### config.mk
export PLATFORM = sky130hd
export DESIGN_NAME = conv_out_fsm
export DESIGN_NICKNAME = d
export VERILOG_FILES = /design/src/rtl/conv_out_fsm_pkg.sv /design/src/rtl/conv_out_fsm_addr_counter.sv /design/src/rtl/conv_out_fsm.sv
export SDC_FILE = /design/constraint.sdc
export NUM_CORES = 1
export LEC_CHECK = 0
export CORE_UTILIZATION = 56
export DETAILED_ROUTE_END_ITERATION = 12
export PLACE_DENSITY = 0.83
export SYNTH_ARGS = -nofsm -noshare
export SYNTH_HDL_FRONTEND = slang
export SYNTH_SLANG_ARGS = --single-unit
### constraint.sdc
create_clock -name i_CLK -period 4 [get_ports i_CLK]
set_input_delay 0.8 -clock i_CLK [delete_from_list [all_inputs] [get_ports i_CLK]]
set_output_delay 0.8 -clock i_CLK [all_outputs]
set_load 0.05 [all_outputs]
### src/rtl/conv_out_fsm_pkg.sv
// conv_out_pkg: shared constants for the convolution result-side controller.
// State encoding, default widths and the default BRAM read latency.
package conv_out_pkg;

  localparam int DEF_NB_ADDRESS = 10;
  localparam int DEF_NB_IMAGE   = 10;
  localparam int DEF_RD_LAT     = 1;

  typedef logic [1:0] state_t;

  localparam logic [1:0] ST_IDLE    = 2'd0;
  localparam logic [1:0] ST_COLLECT = 2'd1;
  localparam logic [1:0] ST_READY   = 2'd2;
  localparam logic [1:0] ST_DRAIN   = 2'd3;

endpackage

### src/rtl/conv_out_fsm_addr_counter.sv
// addr_counter: saturating up-counter used for the BRAM write and read
// addresses. Reports saturation, "count equals term" and "count after this
// cycle's increment equals term" so the parent can close a block or spot the
// last read in the same cycle as the access.
module addr_counter
  import conv_out_pkg::*;
#(
  parameter int W  = DEF_NB_ADDRESS,
  parameter int TW = DEF_NB_ADDRESS
) (
  input  logic          clk,
  input  logic          rst,
  input  logic          clear,
  input  logic          en,
  input  logic [TW-1:0] term,
  output logic [W-1:0]  count,
  output logic          at_max,
  output logic          at_term,
  output logic          hit
);

  // Compare in a width wide enough for both operands plus the carry.
  localparam int CW = ((W > TW) ? W : TW) + 1;

  logic          inc;
  logic [CW-1:0] count_x;
  logic [CW-1:0] term_x;
  logic [CW-1:0] next_x;

  assign at_max  = &count;
  assign inc     = en & ~at_max;
  assign count_x = CW'(count);
  assign term_x  = CW'(term);
  assign next_x  = count_x + CW'(inc);
  assign at_term = (count_x == term_x);
  assign hit     = (next_x == term_x);

  // Counter register: clear wins over increment; holds at all-ones.
  always_ff @(posedge clk or posedge rst) begin
    if (rst) begin
      count <= '0;
    end else if (clear) begin
      count <= '0;
    end else if (inc) begin
      count <= count + W'(1);
    end
  end

endmodule

### src/rtl/conv_out_fsm.sv
// conv_out_fsm: collects convolver output pixels into an output BRAM block and
// lets the host read the block back one word per request.
// Optional build macro CONV_OUT_FSM_OVERRUN_FLAG_EN adds a sticky o_overrun
// flag for pixels dropped in READY/DRAIN or at write-address saturation.
//
// Strobe semantics: every input strobe (i_convVld, i_rdReq, i_changeBlock,
// i_EoP) is a per-cycle qualifier sampled on the rising edge; there is no
// back-pressure. A pixel is stored exactly when o_writeEn is high in that
// cycle; a read request is accepted only in READY while o_blockReady is high,
// and each accepted request yields one o_dataVld RD_LAT cycles after its
// o_readAdd is issued. o_EoR/o_EoP are single-cycle pulses aligned with the
// last o_dataVld of the block.
module conv_out_fsm
  import conv_out_pkg::*;
#(
  parameter int NB_ADDRESS = DEF_NB_ADDRESS,
  parameter int NB_IMAGE   = DEF_NB_IMAGE,
  parameter int RD_LAT     = DEF_RD_LAT   // must be >= 1
) (
  input  logic                  i_CLK,
  input  logic                  i_reset,
  input  logic                  i_convVld,
  input  logic                  i_changeBlock,
  input  logic                  i_EoP,
  input  logic [NB_IMAGE-1:0]   i_imgLength,
  input  logic                  i_rdReq,
  output logic [NB_ADDRESS-1:0] o_writeAdd,
  output logic                  o_writeEn,
  output logic [NB_ADDRESS-1:0] o_readAdd,
  output logic                  o_dataVld,
  output logic                  o_blockReady,
  output logic                  o_EoR,
  output logic                  o_EoP,
`ifdef CONV_OUT_FSM_OVERRUN_FLAG_EN
  output logic                  o_overrun,
`endif
  output logic [1:0]            o_state
);

  state_t                state;
  logic [NB_IMAGE-1:0]   len_q;
  logic [NB_ADDRESS-1:0] cnt_q;
  logic                  eop_flag;
  logic                  block_ready;
  logic [NB_ADDRESS-1:0] read_add;
  logic [RD_LAT:0]       vld_sr;
  logic [RD_LAT:0]       last_sr;
  logic [RD_LAT:0]       eop_sr;

  logic                  in_idle, in_collect, in_ready, in_drain;
  logic                  wr_en, close, rd_accept, rd_last, drain_done;
  logic [NB_ADDRESS-1:0] wr_cnt, rd_cnt;
  logic                  wr_at_max, wr_at_term, wr_hit;
  logic                  rd_at_max, rd_at_term, rd_hit;

  assign in_idle    = (state == ST_IDLE);
  assign in_collect = (state == ST_COLLECT);
  assign in_ready   = (state == ST_READY);
  assign in_drain   = (state == ST_DRAIN);

  // A write is suppressed once the address saturates, or (length 1 only) when
  // the latched length was already reached by the write made in IDLE.
  assign wr_en = i_convVld & (in_idle | (in_collect & ~wr_at_max & ~wr_at_term));

  // wr_hit already counts this cycle's write, so a pixel arriving together
  // with a close event is stored and included in the block length.
  assign close = in_collect & (i_changeBlock | i_EoP | wr_hit);

  // rd_at_term/rd_at_max cannot be true in READY; they keep a stray request
  // from ever addressing past the block.
  assign rd_accept  = in_ready & i_rdReq & ~rd_at_term & ~rd_at_max;
  assign rd_last    = rd_accept & rd_hit;
  assign drain_done = in_drain & last_sr[RD_LAT-1];

  addr_counter #(.W(NB_ADDRESS), .TW(NB_IMAGE)) u_wr_cnt (
    .clk     (i_CLK),
    .rst     (i_reset),
    .clear   (drain_done),
    .en      (wr_en),
    .term    (len_q),
    .count   (wr_cnt),
    .at_max  (wr_at_max),
    .at_term (wr_at_term),
    .hit     (wr_hit)
  );

  addr_counter #(.W(NB_ADDRESS), .TW(NB_ADDRESS)) u_rd_cnt (
    .clk     (i_CLK),
    .rst     (i_reset),
    .clear   (drain_done),
    .en      (rd_accept),
    .term    (cnt_q),
    .count   (rd_cnt),
    .at_max  (rd_at_max),
    .at_term (rd_at_term),
    .hit     (rd_hit)
  );

  // Block lifecycle: IDLE -> COLLECT -> READY -> DRAIN -> IDLE.
  always_ff @(posedge i_CLK or posedge i_reset) begin
    if (i_reset) begin
      state       <= ST_IDLE;
      len_q       <= '0;
      cnt_q       <= '0;
      eop_flag    <= 1'b0;
      block_ready <= 1'b0;
      read_add    <= '0;
    end else begin
      case (state)
        ST_IDLE: begin
          if (wr_en) begin
            len_q <= i_imgLength;
            state <= ST_COLLECT;
          end
        end
        ST_COLLECT: begin
          if (close) begin
            cnt_q       <= wr_cnt + NB_ADDRESS'(wr_en);
            eop_flag    <= i_EoP;
            block_ready <= 1'b1;
            state       <= ST_READY;
          end
        end
        ST_READY: begin
          if (rd_accept) read_add <= rd_cnt;
          if (rd_last) begin
            block_ready <= 1'b0;
            state       <= ST_DRAIN;
          end
        end
        ST_DRAIN: begin
          if (drain_done) begin
            eop_flag <= 1'b0;
            state    <= ST_IDLE;
          end
        end
        default: state <= ST_IDLE;
      endcase
    end
  end

  // Delay lines modelling the BRAM read latency for valid and end strobes.
  always_ff @(posedge i_CLK or posedge i_reset) begin
    if (i_reset) begin
      vld_sr  <= '0;
      last_sr <= '0;
      eop_sr  <= '0;
    end else begin
      vld_sr  <= {vld_sr[RD_LAT-1:0], rd_accept};
      last_sr <= {last_sr[RD_LAT-1:0], rd_last};
      eop_sr  <= {eop_sr[RD_LAT-1:0], rd_last & eop_flag};
    end
  end

`ifdef CONV_OUT_FSM_OVERRUN_FLAG_EN
  // Sticky record of any pixel that was dropped; only reset clears it.
  always_ff @(posedge i_CLK or posedge i_reset) begin
    if (i_reset) begin
      o_overrun <= 1'b0;
    end else if (i_convVld & (in_ready | in_drain | (in_collect & wr_at_max))) begin
      o_overrun <= 1'b1;
    end
  end
`endif

  assign o_writeAdd   = wr_cnt;
  assign o_writeEn    = wr_en;
  assign o_readAdd    = read_add;
  assign o_dataVld    = vld_sr[RD_LAT];
  assign o_blockReady = block_ready;
  assign o_EoR        = last_sr[RD_LAT];
  assign o_EoP        = eop_sr[RD_LAT];
  assign o_state      = state;

endmodule
==> implementation parameters <==
Parameter                              Value

GRT
  Initial antenna violation count    0
  Final global-route overflow total    0
  Largest net degree at the start of global routing    44
  Number of global-route vias before repair    2646
  Gr usage total    0.266
  First-pass GRT wire length    13.1 mm

Clock tree
  Deepest level of the CTS H-tree    3
  CTS buffer count    9
  Maximum root-to-sink buffer count    2
  Clock transition at the registers of the reported paths    0.07 ns
  Clock latency reported for the late side of the worst-skew pair    0.34 ns
  CTS Root Cell    clkbuf_8
  CTS Sinks    60
  TritonCTS clock tree    done
  Setup bufs post-CTS    0

Finish
  Area growth from synthesis to layout    20.6%
  Fill count    435
  Final antenna diode count    0
  Most common cell after layout, fill and taps aside    dfrtp_1
  Fraction of final layout cells with drive strength greater than 1    0.165
  Area of the multi-input gates    1890 um^2
  Highest-count cells in the layout ignoring fill and taps    58 x dfrtp_1, 42 x clkdlybuf4s50_1, 33 x xnor2_1, 33 x nor2_1, 22 x mux2_2
  Reg area    1500 um^2
  # nets final    418
  Post-route insts no fill    469

STA
  Setup tns final    0 ns
  Highest clock rate    264 MHz
  Count of endpoints failing hold in the final timing report    0
  Unrepaired setup endpoints after global routing    false
  Period utilization    0.946
  Final worst path period need    3.79 ns
  Worst-case clock skew    0.00876 ns
  Number of max-slew violations in the final report    0
  Slew at the pin closest to its max-slew limit    0.862 ns
  Relative slew slack    0.425
  Finish-stage setup viols    0

Synth
  Cell count after synthesis    341
  Avg Cell Area, Syn    10.4 um^2
  Number of enable-type register cells in the synthesized netlist    0
  Netlist Area Pre-Place    3530 um^2
  Count of unique library cells instantiated by Yosys    54
  Leading register cell type out of synthesis    dfrtp_1
  Syn_nets    370
  Flip-flop and latch count after synthesis    60
  Share of async-settable or async-resettable flops after synthesis    1.00
  Proportion of netlist area held by the largest area contributor    0.425
  Proportion of synthesized chip area in sequential cells    0.425
  Total of warnings raised by yosys    0
  Synth top area cells    dfrtp_1 43%, xnor2_1 8.2%, mux2_2 7.0%, xor2_1 4.7%, ha_1 4.6%
  Post-synthesis cell type with the largest combined area    dfrtp_1

Routing
  Wire length per cell after detailed routing    16.8 um
  Initial drt markers    215
  Number of search-and-repair iterations in the first detailed-routing pass    4
  Antenna-violating nets left    0
  Total routed wirelength    7.88 mm
  Detail-routed via count per cell    5.89
  Vias    2761
  Count of unresolved DRC violations after routing    0

Placement
  Number of buffer cells added on primary ports    42
  Total half-perimeter wirelength after legalization and detailed placement    5.73 mm
  Cells after DPL    453
  Routability-driven placement congestion ratio    1.00

Floorplanning
  Chip width    81.4 um
  Starting utilization of the core area    0.589
  I/O pins    43
  Area of the core region    5990 um^2
  Total number of placement rows    28
  Chip height    81.4 um
  Full die area    6620 um^2

Setup path
  Signal arrival time at the worst endpoint    4.00 ns
  Crit path launch type    flop
  Worst reg2reg startpoint    u_wr_cnt.count[0]
  Critical path endpoint category    flop
  Worst setup path class    reg2reg
  Max Fanout on Critical Path    7
  Required time reported for the critical path endpoint    4.21 ns
  Start point of the critical path    u_wr_cnt.count[0]

Power
  Static leakage    1.86 nW
  Areal power density over the cells    677 nW/um^2
  Peak supply drop    0.574 mV

Hold path
  Launch point of the worst hold path    vld_sr[0]
  Hold WC Path Type    reg2reg

Flow run
  Maxcap violations    0

Outcome
  Status    completed
cell usage after synthesis (all sizes together) (3+ instances only):
cell	number
nand4	10
xnor2	33
buf	13
dfrtp	60
nor3	8
xor2	19
nand3	11
nor4	3
nand2	17
nor3b	3
nand2b	4
and3	4
o211ai	3
a31oi	3
nor2	33
inv	8
clkbuf	9
and4	3
a21oi	4
and2	4
ha	13
mux2	32
o21ai	7
or3	3
routing by layer:
layer  GRT usage  share of wire  vias to the layer above
met5           0              0                        -
met4       0.109          0.018                        0
met3      0.0438          0.047                       19
met2       0.420           0.49                       77
met1       0.360           0.45                     1380
li1            -              -                     1285
flip-flops by register name, indices dropped and copies added (netlist names):
name and count:
o_readAdd 10, last_sr 2, eop_flag 1, o_state 2
cnt_q 10, len_q 10, vld_sr 2, u_wr_cnt.count 10
u_rd_cnt.count 10, o_blockReady 1, eop_sr 2
kinds of logic (layout without fill, tap and decap cells):
family | after synthesis | after routing | share of synthesized area
AO/OA/AOI/OAI | 38 | 38 | 0.0787
XOR/XNOR | 52 | 52 | 0.129
adder cells (fa/ha/maj) | 13 | 13 | 0.0461
buffers and inverters | 30 | 83 | 0.0393
flip-flops | 60 | 60 | 0.425
multiplexers | 34 | 34 | 0.108
AND/OR/NAND/NOR | 114 | 114 | 0.174
area by class of cell:
class | count | area share
clock buffers | 9 | 0.0291
clock inverters | 7 | 0.0159
repair buffers | 59 | 0.129
inverters | 8 | 0.00705
well taps | 75 | 0.0220
flip-flops and latches | 60 | 0.353
multi-input cells | 251 | 0.444
worst max-delay path, cell delays in order, from the launching register on:
cell      delay (ns)
dfrtp_1         0.53
ha_1            0.23
nand3_1         0.20
nor3_1          0.37
a21o_1          0.16
inv_1           0.10
ha_1            0.21
ha_1            0.23
xor2_1          0.15
o211ai_1        0.15
mux2i_1         0.09
nor4_1          0.33
nand3_2         0.20
a221oi_2        0.34
mux2_1          0.36
per-stage QoR:
stage	setup WS [ns]	utilization	hold WS (ns)	power, mW	instance area (um^2)
floorplan	0.00350	-	0.331	1.96	3530
finish	0.215	0.711	0.362	2.88	4260
CTS	0.152	0.711	0.369	2.89	4260
global route	0.0176	0.711	0.378	3.07	4260
global placement	0.0971	0.679	0.333	2.30	4070
detailed placement	0.00870	0.679	0.359	2.34	4070
power by group:
group | leakage [nW] | internal (mW) | total (mW) | switching [mW]
combinational | 0.991 | 0.623 | 1.38 | 0.762
clock | 0.0910 | 0.284 | 0.528 | 0.245
sequential | 0.776 | 0.775 | 0.968 | 0.193
path summary, 6_finish.rpt:
check / endpoint / slack, ns / cells past startpoint
hold / removal: vld_sr[1] / 0.36 / 0
max in group asynchronous: vld_sr[0] / 2.28 / 3
min in group asynchronous: u_wr_cnt.count[4] / 0.97 / 2
setup reg to reg: o_state[1] / 0.21 / 14
setup / recovery: o_state[1] / 0.21 / 14
hold reg to reg: vld_sr[1] / 0.36 / 0
timing repair:
item | in CTS | in global routing
resized for setup | 0 | 1
endpoints found under the setup margin | 0 | 10
hold buffers | 0 | 0
(Power assumes the default switching activity.)
